==> config.mk <==
export PLATFORM = sky130hd
export DESIGN_NAME = sevenseg_reader
export DESIGN_NICKNAME = d
export VERILOG_FILES = /design/src/rtl/sevenseg_reader.sv
export SDC_FILE = /design/constraint.sdc
export NUM_CORES = 1
export LEC_CHECK = 0
export BUFFER_PORTS_ARGS = -buffer_cell sky130_fd_sc_hd__buf_2
export CAP_MARGIN = 30
export CORE_MARGIN = 5
export CORE_UTILIZATION = 35
export DETAILED_ROUTE_END_ITERATION = 8
export PLACE_DENSITY = 0.54
export SKIP_CTS_REPAIR_TIMING = 1
export SYNTH_ARGS = -nofsm -noshare
export SYNTH_HDL_FRONTEND = slang
export SYNTH_SLANG_ARGS = --single-unit
==> constraint.sdc <==
create_clock -name clk -period 6.05 [get_ports clk]
set_clock_uncertainty 0.15 [all_clocks]
set_input_delay 0.605 -clock clk [delete_from_list [all_inputs] [get_ports clk]]
set_output_delay 0.605 -clock clk [all_outputs]
set_load 0.01 [all_outputs]
==> src/rtl/sevenseg_reader.sv <==
// ---------------------------------------------------------------------------
// sevenseg_reader
// Watches a multiplexed, active-low 4-digit seven-segment display bus and
// reconstructs the hexadecimal value being shown. Each anode/segment
// combination must stay stable for STABLE_CYCLES consecutive registered
// samples before it is captured. This filters out ghosting while the scan
// moves from one digit to the next.
//
// Parameters
//   STABLE_CYCLES : identical valid samples needed for a capture (2..255)
//
// Ports
//   clk          : clock, all state changes on the rising edge
//   rst_n        : asynchronous active-low reset
//   an[3:0]      : anodes, active-low, an[i]=0 selects digit i
//   seg[6:0]     : cathodes, active-low, ordered {g,f,e,d,c,b,a}
//   clr_err      : synchronous clear of err (a same-edge decode error wins)
//   value[15:0]  : decoded nibbles, digit i at value[4i+3:4i]
//   digit_valid  : bit i set once digit i has been captured since reset
//   frame_valid  : one-cycle pulse when all four digits have been captured
//   err          : sticky flag, a stable pattern could not be decoded
//   err_digit    : digit index that most recently set err
// ---------------------------------------------------------------------------
module sevenseg_reader #(
   parameter int STABLE_CYCLES = 4
) (
   input  logic        clk,
   input  logic        rst_n,
   input  logic [3:0]  an,
   input  logic [6:0]  seg,
   input  logic        clr_err,
   output logic [15:0] value,
   output logic [3:0]  digit_valid,
   output logic        frame_valid,
   output logic        err,
   output logic [1:0]  err_digit
);

   localparam logic [7:0] CNT_LAST = 8'(STABLE_CYCLES - 1);
   localparam logic [7:0] CNT_FULL = 8'(STABLE_CYCLES);

   typedef enum logic [1:0] {
      IDLE  = 2'd0,
      COUNT = 2'd1,
      HELD  = 2'd2
   } state_t;

   state_t      state;
   state_t      next_state;
   logic [7:0]  run_cnt;
   logic [7:0]  next_cnt;
   logic [3:0]  an_q;
   logic [6:0]  seg_q;
   logic [3:0]  prev_an;
   logic [6:0]  prev_seg;
   logic [3:0]  frame_mask;
   logic [3:0]  mask_next;

   logic        sample_valid;
   logic [1:0]  sample_idx;
   logic        same_sample;
   logic [3:0]  nibble;
   logic        nibble_ok;
   logic        capture;
   logic        good_capture;
   logic        bad_capture;

   // Both buses are registered once, and every decision below uses these
   // copies. The sample registers idle at "all dark". prev_* holds the
   // sample from the cycle before, so a run can be recognised as a
   // sequence of identical samples.
   always_ff @(posedge clk or negedge rst_n) begin
      if (!rst_n) begin
         an_q     <= 4'b1111;
         seg_q    <= 7'b1111111;
         prev_an  <= 4'b1111;
         prev_seg <= 7'b1111111;
      end else begin
         an_q     <= an;
         seg_q    <= seg;
         prev_an  <= an_q;
         prev_seg <= seg_q;
      end
   end

   // A sample only counts when exactly one anode is driven. The position of
   // that anode is the digit index.
   always_comb begin
      sample_valid = 1'b1;
      sample_idx   = 2'd0;
      case (an_q)
         4'b1110: sample_idx = 2'd0;
         4'b1101: sample_idx = 2'd1;
         4'b1011: sample_idx = 2'd2;
         4'b0111: sample_idx = 2'd3;
         default: sample_valid = 1'b0;
      endcase
      same_sample = (an_q == prev_an) && (seg_q == prev_seg);
   end

   // Converts active-low segment patterns to hex nibbles. Any pattern that
   // is not one of the sixteen hex glyphs is flagged as undecodable.
   always_comb begin
      nibble    = 4'h0;
      nibble_ok = 1'b1;
      case (seg_q)
         7'h40: nibble = 4'h0;
         7'h79: nibble = 4'h1;
         7'h24: nibble = 4'h2;
         7'h30: nibble = 4'h3;
         7'h19: nibble = 4'h4;
         7'h12: nibble = 4'h5;
         7'h02: nibble = 4'h6;
         7'h78: nibble = 4'h7;
         7'h00: nibble = 4'h8;
         7'h10: nibble = 4'h9;
         7'h08: nibble = 4'hA;
         7'h03: nibble = 4'hB;
         7'h46: nibble = 4'hC;
         7'h21: nibble = 4'hD;
         7'h06: nibble = 4'hE;
         7'h0E: nibble = 4'hF;
         default: nibble_ok = 1'b0;
      endcase
   end

   // State and run-count register. Reset discards any run in progress.
   always_ff @(posedge clk or negedge rst_n) begin
      if (!rst_n) begin
         state   <= IDLE;
         run_cnt <= 8'd0;
      end else begin
         state   <= next_state;
         run_cnt <= next_cnt;
      end
   end

   // Next-state logic. A changed but valid sample always restarts the run
   // at one. Once HELD, the count stays at its full value, so a long-lived
   // pattern can never be captured a second time.
   always_comb begin
      next_state = state;
      next_cnt   = run_cnt;
      case (state)
         IDLE: begin
            if (sample_valid) begin
               next_state = COUNT;
               next_cnt   = 8'd1;
            end
         end
         COUNT: begin
            if (!sample_valid) begin
               next_state = IDLE;
               next_cnt   = 8'd0;
            end else if (!same_sample) begin
               next_cnt   = 8'd1;
            end else if (run_cnt == CNT_LAST) begin
               next_state = HELD;
               next_cnt   = CNT_FULL;
            end else begin
               next_cnt   = run_cnt + 8'd1;
            end
         end
         HELD: begin
            if (!sample_valid) begin
               next_state = IDLE;
               next_cnt   = 8'd0;
            end else if (!same_sample) begin
               next_state = COUNT;
               next_cnt   = 8'd1;
            end
         end
         default: begin
            next_state = IDLE;
            next_cnt   = 8'd0;
         end
      endcase
   end

   // Output decode. A capture happens on the one edge where a stable run
   // reaches its full length. The capture is then split into a good or a
   // bad capture, depending on whether the pattern decoded.
   always_comb begin
      capture      = (state == COUNT) && sample_valid && same_sample &&
                     (run_cnt == CNT_LAST);
      good_capture = capture && nibble_ok;
      bad_capture  = capture && !nibble_ok;
      mask_next    = frame_mask | (4'b0001 << sample_idx);
   end

   // Captured value, frame tracking and the sticky error flag. A frame
   // completes when every digit has been seen. The mask is cleared on the
   // same edge, so the next frame starts from nothing.
   always_ff @(posedge clk or negedge rst_n) begin
      if (!rst_n) begin
         value       <= 16'h0000;
         digit_valid <= 4'b0000;
         frame_valid <= 1'b0;
         frame_mask  <= 4'b0000;
         err         <= 1'b0;
         err_digit   <= 2'd0;
      end else begin
         frame_valid <= 1'b0;
         if (good_capture) begin
            value[sample_idx*4 +: 4] <= nibble;
            digit_valid[sample_idx]  <= 1'b1;
            if (mask_next == 4'b1111) begin
               frame_valid <= 1'b1;
               frame_mask  <= 4'b0000;
            end else begin
               frame_mask  <= mask_next;
            end
         end
         if (bad_capture) begin
            err       <= 1'b1;
            err_digit <= sample_idx;
         end else if (clr_err) begin
            err       <= 1'b0;
         end
      end
   end

endmodule
==> metrics.txt, run 1 <==
port bufs 37; post-synthesis compound-gate area fraction roughly 14%; diodes inserted 0; cell taking the most area after synthesis dfrtp_1; Vias between 2000 and 2500; TNS Setup 0 ns; worst path bufs/invs 0; initial antenna violation count 0; Peak supply drop approximately 160 µV; Synth top area share 30.44%; total CTS buffers 9; Nets 333; DP HPWL approximately 4.6 mm; DR vias/cell ~5.1; Leak Pwr 1.693 nW; final setup fails 0; measured slew at the worst slew-check pin 0.7488 ns; first-pass GRT wire length 11.36 mm; Clock Latency Late Sink between 0.3 and 0.4 ns; die area roughly 0.011 mm²; Core Area around 0.0087 mm²; drt wl/cell about 15 µm; mapped cell area ~0.0031 mm²; Slew Limit Fails 0; CP top delay family simple AND/OR/NAND/NOR gates; most frequent cell after synthesis dfrtp_1; CTS Buffer Depth 2; post-synthesis simple-gate area fraction ~24%; EDFF count, synth 0; total gr overflow 0; CTS tree yes; Worst EP required a little over 6 ns; DR pass1 iterations 4; post-synthesis register bit count 60; vias in the first global route 2206; largest net degree at the start of global routing 61; multiplexer area fraction after synthesis under 10%; Cell Pwr Density ~250 mW/mm²; Total GRT Usage between 10% and 20%; FP Rows 34; warnings from Yosys 0; initial core utilization a little over a third; status finished clean; library cells used by synthesis 63; top cells by area, synth dfrtp_1 (30%), dfstp_2 (19%), xor2_1 (3.9%), ha_1 (3.2%), a22o_1 (2.2%); Root Buffer clkbuf_8; final wirelength roughly 6.5 mm; clk sink count 60; largest family of logic cells by synthesized area simple AND/OR/NAND/NOR gates; Final min period 2.715 ns; Post-synth top cells dfrtp_1 (38), dfstp_2 (22), nor2_1 (16), xor2_1 (14), and3_1 (11); Worst Hold Margin 0.2110 ns; Ports 38; worst path cell trace xor2_1 > nor4_2 > and4_1 > and2_1 > nand2b_4 > mux2_4; Max Freq 0.3683 GHz; P&R area growth vs syn 15.66%; RSZ-0062 raised after global routing false; Max Cap Violations 0; asr flop ratio synth 100.0%; Crit-path slowest cell dfstp_2; Adder-Cell Fraction of Synth Area ~3.2%; post-route ant nets 0; crit share post-route 44.88%; Post-Synthesis Cells 273; Rel. slew slack 50.08%; GPL Wtd Cong between 0.8 and 0.9; CP Capture Type flop; CP Data Arrival Time roughly 2.8 ns; syn_area_per_cell 11.44 µm²; Top FF cell, synth dfrtp_1; layout cell share with drive strength beyond 1 a little under a third; sequential share of the synthesized area 48.94%; Iter 0 DRT Violations 90; post-layout instance area between 0.003 and 0.004 mm²; post-synthesis xor/xnor area fraction 4.766%; Die Ht between 100 and 150 µm; chip width roughly 100 µm; Final Hold Vio Count 0; CP startpoint kind flop; Worst-path clk slew 0.07 ns; htree depth 3; highest fanout seen on the critical path 15; Setup CP Type reg -> reg; Post-Place Cell Area between 0.003 and 0.004 mm²; min-delay worst type in -> reg; residual DRC count 0; Synth Net Count roughly 300; slowest cell delay on critical path about 0.69 ns
-- placed cells by master, fill, tap and decap left out, types with 3 or more instances in the layout --
cell	n
xor2_1	14
nor3_1	10
and3_1	11
o22ai_1	5
o21ai_0	8
a21oi_1	7
nand2b_1	8
nand2_1	9
dfstp_2	22
xnor2_1	3
inv_1	8
nand3_1	10
o2bb2ai_1	6
a21o_1	4
a31o_1	3
and2_1	4
nor2_1	16
and3b_1	3
dfrtp_1	38
a22o_1	8
mux2i_1	3
nand3_2	3
a31oi_1	6
buf_2	37
nor2b_1	4
clkbuf_8	9
ha_1	8
-- metrics by stage --
step	total power, mW	util [%]	setup WS, ns	instances
5_1_grt	0.9423	41.43	3.127	424
3_3_place_gp	0.5014	38.79	3.369	408
2_1_floorplan	0.4782	-	3.758	273
6_report	0.8984	41.43	3.335	424
4_1_cts	0.9141	41.43	3.320	424
3_5_place_dp	0.5019	38.79	3.327	408
-- worst paths after layout --
check                                                 to  slack, ns                from  cells past startpoint
worst max-delay path            err_digit[1]$_DFFE_PN0P_       3.33  seg_q[1]$_DFF_PN1_                      6
worst min-delay path                  seg_q[6]$_DFF_PN1_       0.21              seg[6]                      1
worst max register to register  err_digit[1]$_DFFE_PN0P_       3.33  seg_q[1]$_DFF_PN1_                      6
worst min register to register      prev_an[2]$_DFF_PN1_       0.25   an_q[2]$_DFF_PN1_                      0
max in group asynchronous         run_cnt[0]$_DFFE_PN0P_       4.99               rst_n                      2
min in group asynchronous           value[0]$_DFFE_PN0P_       0.26               rst_n                      2
-- metal layers --
layer	part of all wire [%]	wire (µm)	GRT usage, %
met3	4.2	274	3.476
met2	46	2975	19.14
met4	0.57	37	3.608
met5	0	0	0
met1	50	3227	18.29
-- power breakdown --
part	total (mW)	switching, mW	internal (mW)
Clock	0.404	0.163	0.241
Sequential	0.433	0.0160	0.417
Combinational	0.0611	0.0381	0.0231
-- flip-flops by register name, indices dropped and copies added, names as in the netlist, 4 cells and up --
name / cells
prev_an: 4
digit_valid: 4
value: 16
run_cnt: 8
an_q: 4
seg_q: 7
frame_mask: 4
prev_seg: 7
-- layout make-up --
cell class	instances	area, µm²
clock inverters	4	52.55
fillers	836	5107
multi-input cells	194	1496
flip-flops and latches	60	1529
clock buffers	12	177.7
inverters	8	30.03
repair buffers	38	192.7
well taps	108	135.1
-- cell families (layout without fill, tap and decap cells) --
group	count (synthesis)	count (layout)
xor gates and xnor gates	17	17
adders and majority gates	8	8
AOI/OAI and AO/OA	59	59
muxes	5	5
and+or+nand+nor	105	105
buffers and inverters	19	62
DFF	60	60
No activity file was read; power rests on OpenSTA's default activity.
==> inputs of run 2 (changes only) <==
--- a/config.mk
+++ b/config.mk
@@ -10,7 +10,7 @@
 export CORE_MARGIN = 5
 export CORE_UTILIZATION = 35
 export DETAILED_ROUTE_END_ITERATION = 8
-export PLACE_DENSITY = 0.54
+export PLACE_DENSITY = 0.56
 export SKIP_CTS_REPAIR_TIMING = 1
 export SYNTH_ARGS = -nofsm -noshare
 export SYNTH_HDL_FRONTEND = slang
==> constraint.sdc (replaced) <==
create_clock -name clk -period 2.3 [get_ports clk]
set_clock_uncertainty 0.15 [all_clocks]
set_input_delay 0.23 -clock clk [delete_from_list [all_inputs] [get_ports clk]]
set_output_delay 0.23 -clock clk [all_outputs]
set_load 0.01 [all_outputs]
==> metrics.txt, run 2 (synthesis results as in run 1) <==
Reg with most FFs value; total CTS buffers 9 (unchanged); Worst R2R Setup Slack -0.05 ns (-3.38 ns); post-layout instance area 0.004293 mm² (+19%); port bufs 37 (unchanged); status complete, but fails checks; FP Rows 34 (unchanged); Cell Pwr Density 530.7 mW/mm² (+110%); Crit-path slowest cell dfstp_2; drt wl/cell 14.62 µm (-4.8%); CP Capture Type flop; worst path bufs/invs 1 (+1); CTS tree yes; Worst EP required 2.39 ns (-3.73 ns); GPL Wtd Cong 0.8313 (+1.3%); layout cell share with drive strength beyond 1 44.47% (+14 points); Setup CP Type reg -> reg; vias in the first global route 2468 (+12%); Rel. slew slack 70.21% (+20 points); DR vias/cell 5.022 (-2.3%); Finished Layout Cells 497 (+17%); CP top delay family simple AND/OR/NAND/NOR gates; residual DRC count 0 (unchanged); Peak supply drop 395.7 µV (+140%); failing checks negative setup slack; Nets 406 (+22%); Post-Place Cell Area 0.003769 mm² (+11%); largest net degree at the start of global routing 61 (unchanged); Die Ht 104.5 µm (unchanged); Core Area 0.008721 mm² (unchanged); commonest non-fill, non-tap cell in the layout buf_4; DR pass1 iterations 4 (unchanged); Final min period 2.348 ns (-0.3669 ns); Power, Total 2.278 mW (+150%); RR Startpoint seg_q[2]$_DFF_PN1_; Min-Delay Endpoint prev_an[0]$_DFF_PN1_; Ports 38 (unchanged); slowest cell delay on critical path 0.60 ns (-0.09 ns); TNS Setup -0.1023 ns (-0.1023 ns); worst path cell trace buf_6 > nor4bb_1 > o31a_1 > nand3b_4 > or3_4 > nand2b_4 > mux2_4; commonest cells after routing, fill and taps aside buf_4 (52), dfrtp_1 (38), buf_2 (38), dfstp_2 (22), nor2_1 (16); Clock Latency Late Sink 0.35 ns (+0.02 ns); Worst Hold Margin 0.2436 ns (+0.03260 ns); Max Cap Violations 0 (unchanged); Leak Pwr 2.044 nW (+21%); Total GRT Usage 13.67% (+0.82 points); Iter 0 DRT Violations 73 (-19%); Vias 2496 (+15%); DP HPWL 5.116 mm (+11%); die area 0.01092 mm² (unchanged); Largest register FFs 16 (unchanged); biggest regs value: 16 flops, run_cnt: 8 flops; min setup slack post-route -0.04849 ns (-3.383 ns); first-pass GRT wire length 12.12 mm (+6.6%); Worst-path clk slew 0.07 ns (about the same); worst r2r dst err_digit[1]$_DFFE_PN0P_; Max Freq 0.4258 GHz (+16%); worst reg2reg path depth 7 (+1); diodes inserted 0 (unchanged); total gr overflow 0 (unchanged); clk sink count 60 (unchanged); final setup fails 4 (+4); htree depth 3 (unchanged); Root Buffer clkbuf_8; RSZ-0062 raised after global routing true; chip width 104.5 µm (unchanged); measured slew at the worst slew-check pin 0.4406 ns (-0.3082 ns); highest fanout seen on the critical path 6 (-9); post-route ant nets 0 (unchanged); initial antenna violation count 0 (unchanged); placed cells 456 (+12%); Slew Limit Fails 0 (unchanged); CP startpoint kind flop; CTS Buffer Depth 2 (unchanged); P&R area growth vs syn 37.40%; final wirelength 7.265 mm (+12%); hold depth 0 (-1); CP Data Arrival Time 2.44 ns (-0.35 ns); initial core utilization 35.82% (unchanged); crit share post-route 102.1% (+57 points); min-delay worst type reg -> reg; hold path startpoint an_q[0]$_DFF_PN1_; Final Hold Vio Count 0 (unchanged)
run 2: changes by cell type in the layout (fill, tap and decap cells not counted), sizes merged:
cell	change
clkinv	-1
buf	+60
dlygate4sd3	+13
bufinv	-1
clkinvlp	+2
run 2: stage by stage:
step	utilization (%)	setup WS, ns
final	49.23	-0.04849
after global routing	49.23	-0.1188
after CTS	45.28	-0.1038
after detailed placement	43.21	-0.09129
after global placement	43.21	-0.07768
after floorplan	-	0.008174
run 2: metal layers:
metal	vias up	share of wire [%]	wire length, µm	global-route usage, %
met1	1216	45	3260	17.73
met5	-	0	0	0
met2	42	49	3551	21.67
met4	0	1.8	133	4.718
li1	1223	-	-	-
met3	15	4.4	320	4.035
run 2: worst max path at each step:
stage,startpoint,end,slack (ns),cells past startpoint
3_5_place_dp,seg_q[0]$_DFF_PN1_,err_digit[1]$_DFFE_PN0P_,-0.09,6
3_3_place_gp,seg_q[3]$_DFF_PN1_,err_digit[1]$_DFFE_PN0P_,-0.08,7
2_1_floorplan,seg_q[0]$_DFF_PN1_,err_digit[0]$_DFFE_PN0P_,0.008,6
4_1_cts,seg_q[0]$_DFF_PN1_,value[0]$_DFFE_PN0P_,-0.10,7
6_report,seg_q[2]$_DFF_PN1_,err_digit[1]$_DFFE_PN0P_,-0.05,7
5_1_grt,seg_q[2]$_DFF_PN1_,frame_mask[0]$_DFFE_PN0P_,-0.12,7
run 2: area by class of cell:
type	count	area [µm²]
flip-flops and latches	60	1529
multi-input cells	194	1600
inverters	8	30.03
clock buffers	12	155.1
clock inverters	4	25.02
fillers	787	4428
repair buffers	111	818.3
well taps	108	135.1
run 2: worst reg2reg max path: stages, from the launching register on:
cell and delay [ns]:
dfstp_2 0.60, buf_6 0.12, nor4bb_1 0.04, o31a_1 0.30
nand3b_4 0.16, or3_4 0.42, nand2b_4 0.18, mux2_4 0.29
run 2: report_power, final:
group | internal, mW | switching (mW) | leakage, nW
Clock | 0.446 | 0.434 | 0.0884
Sequential | 1.10 | 0.0269 | 0.758
Combinational | 0.134 | 0.141 | 1.20
Total | 1.68 | 0.602 | 2.04
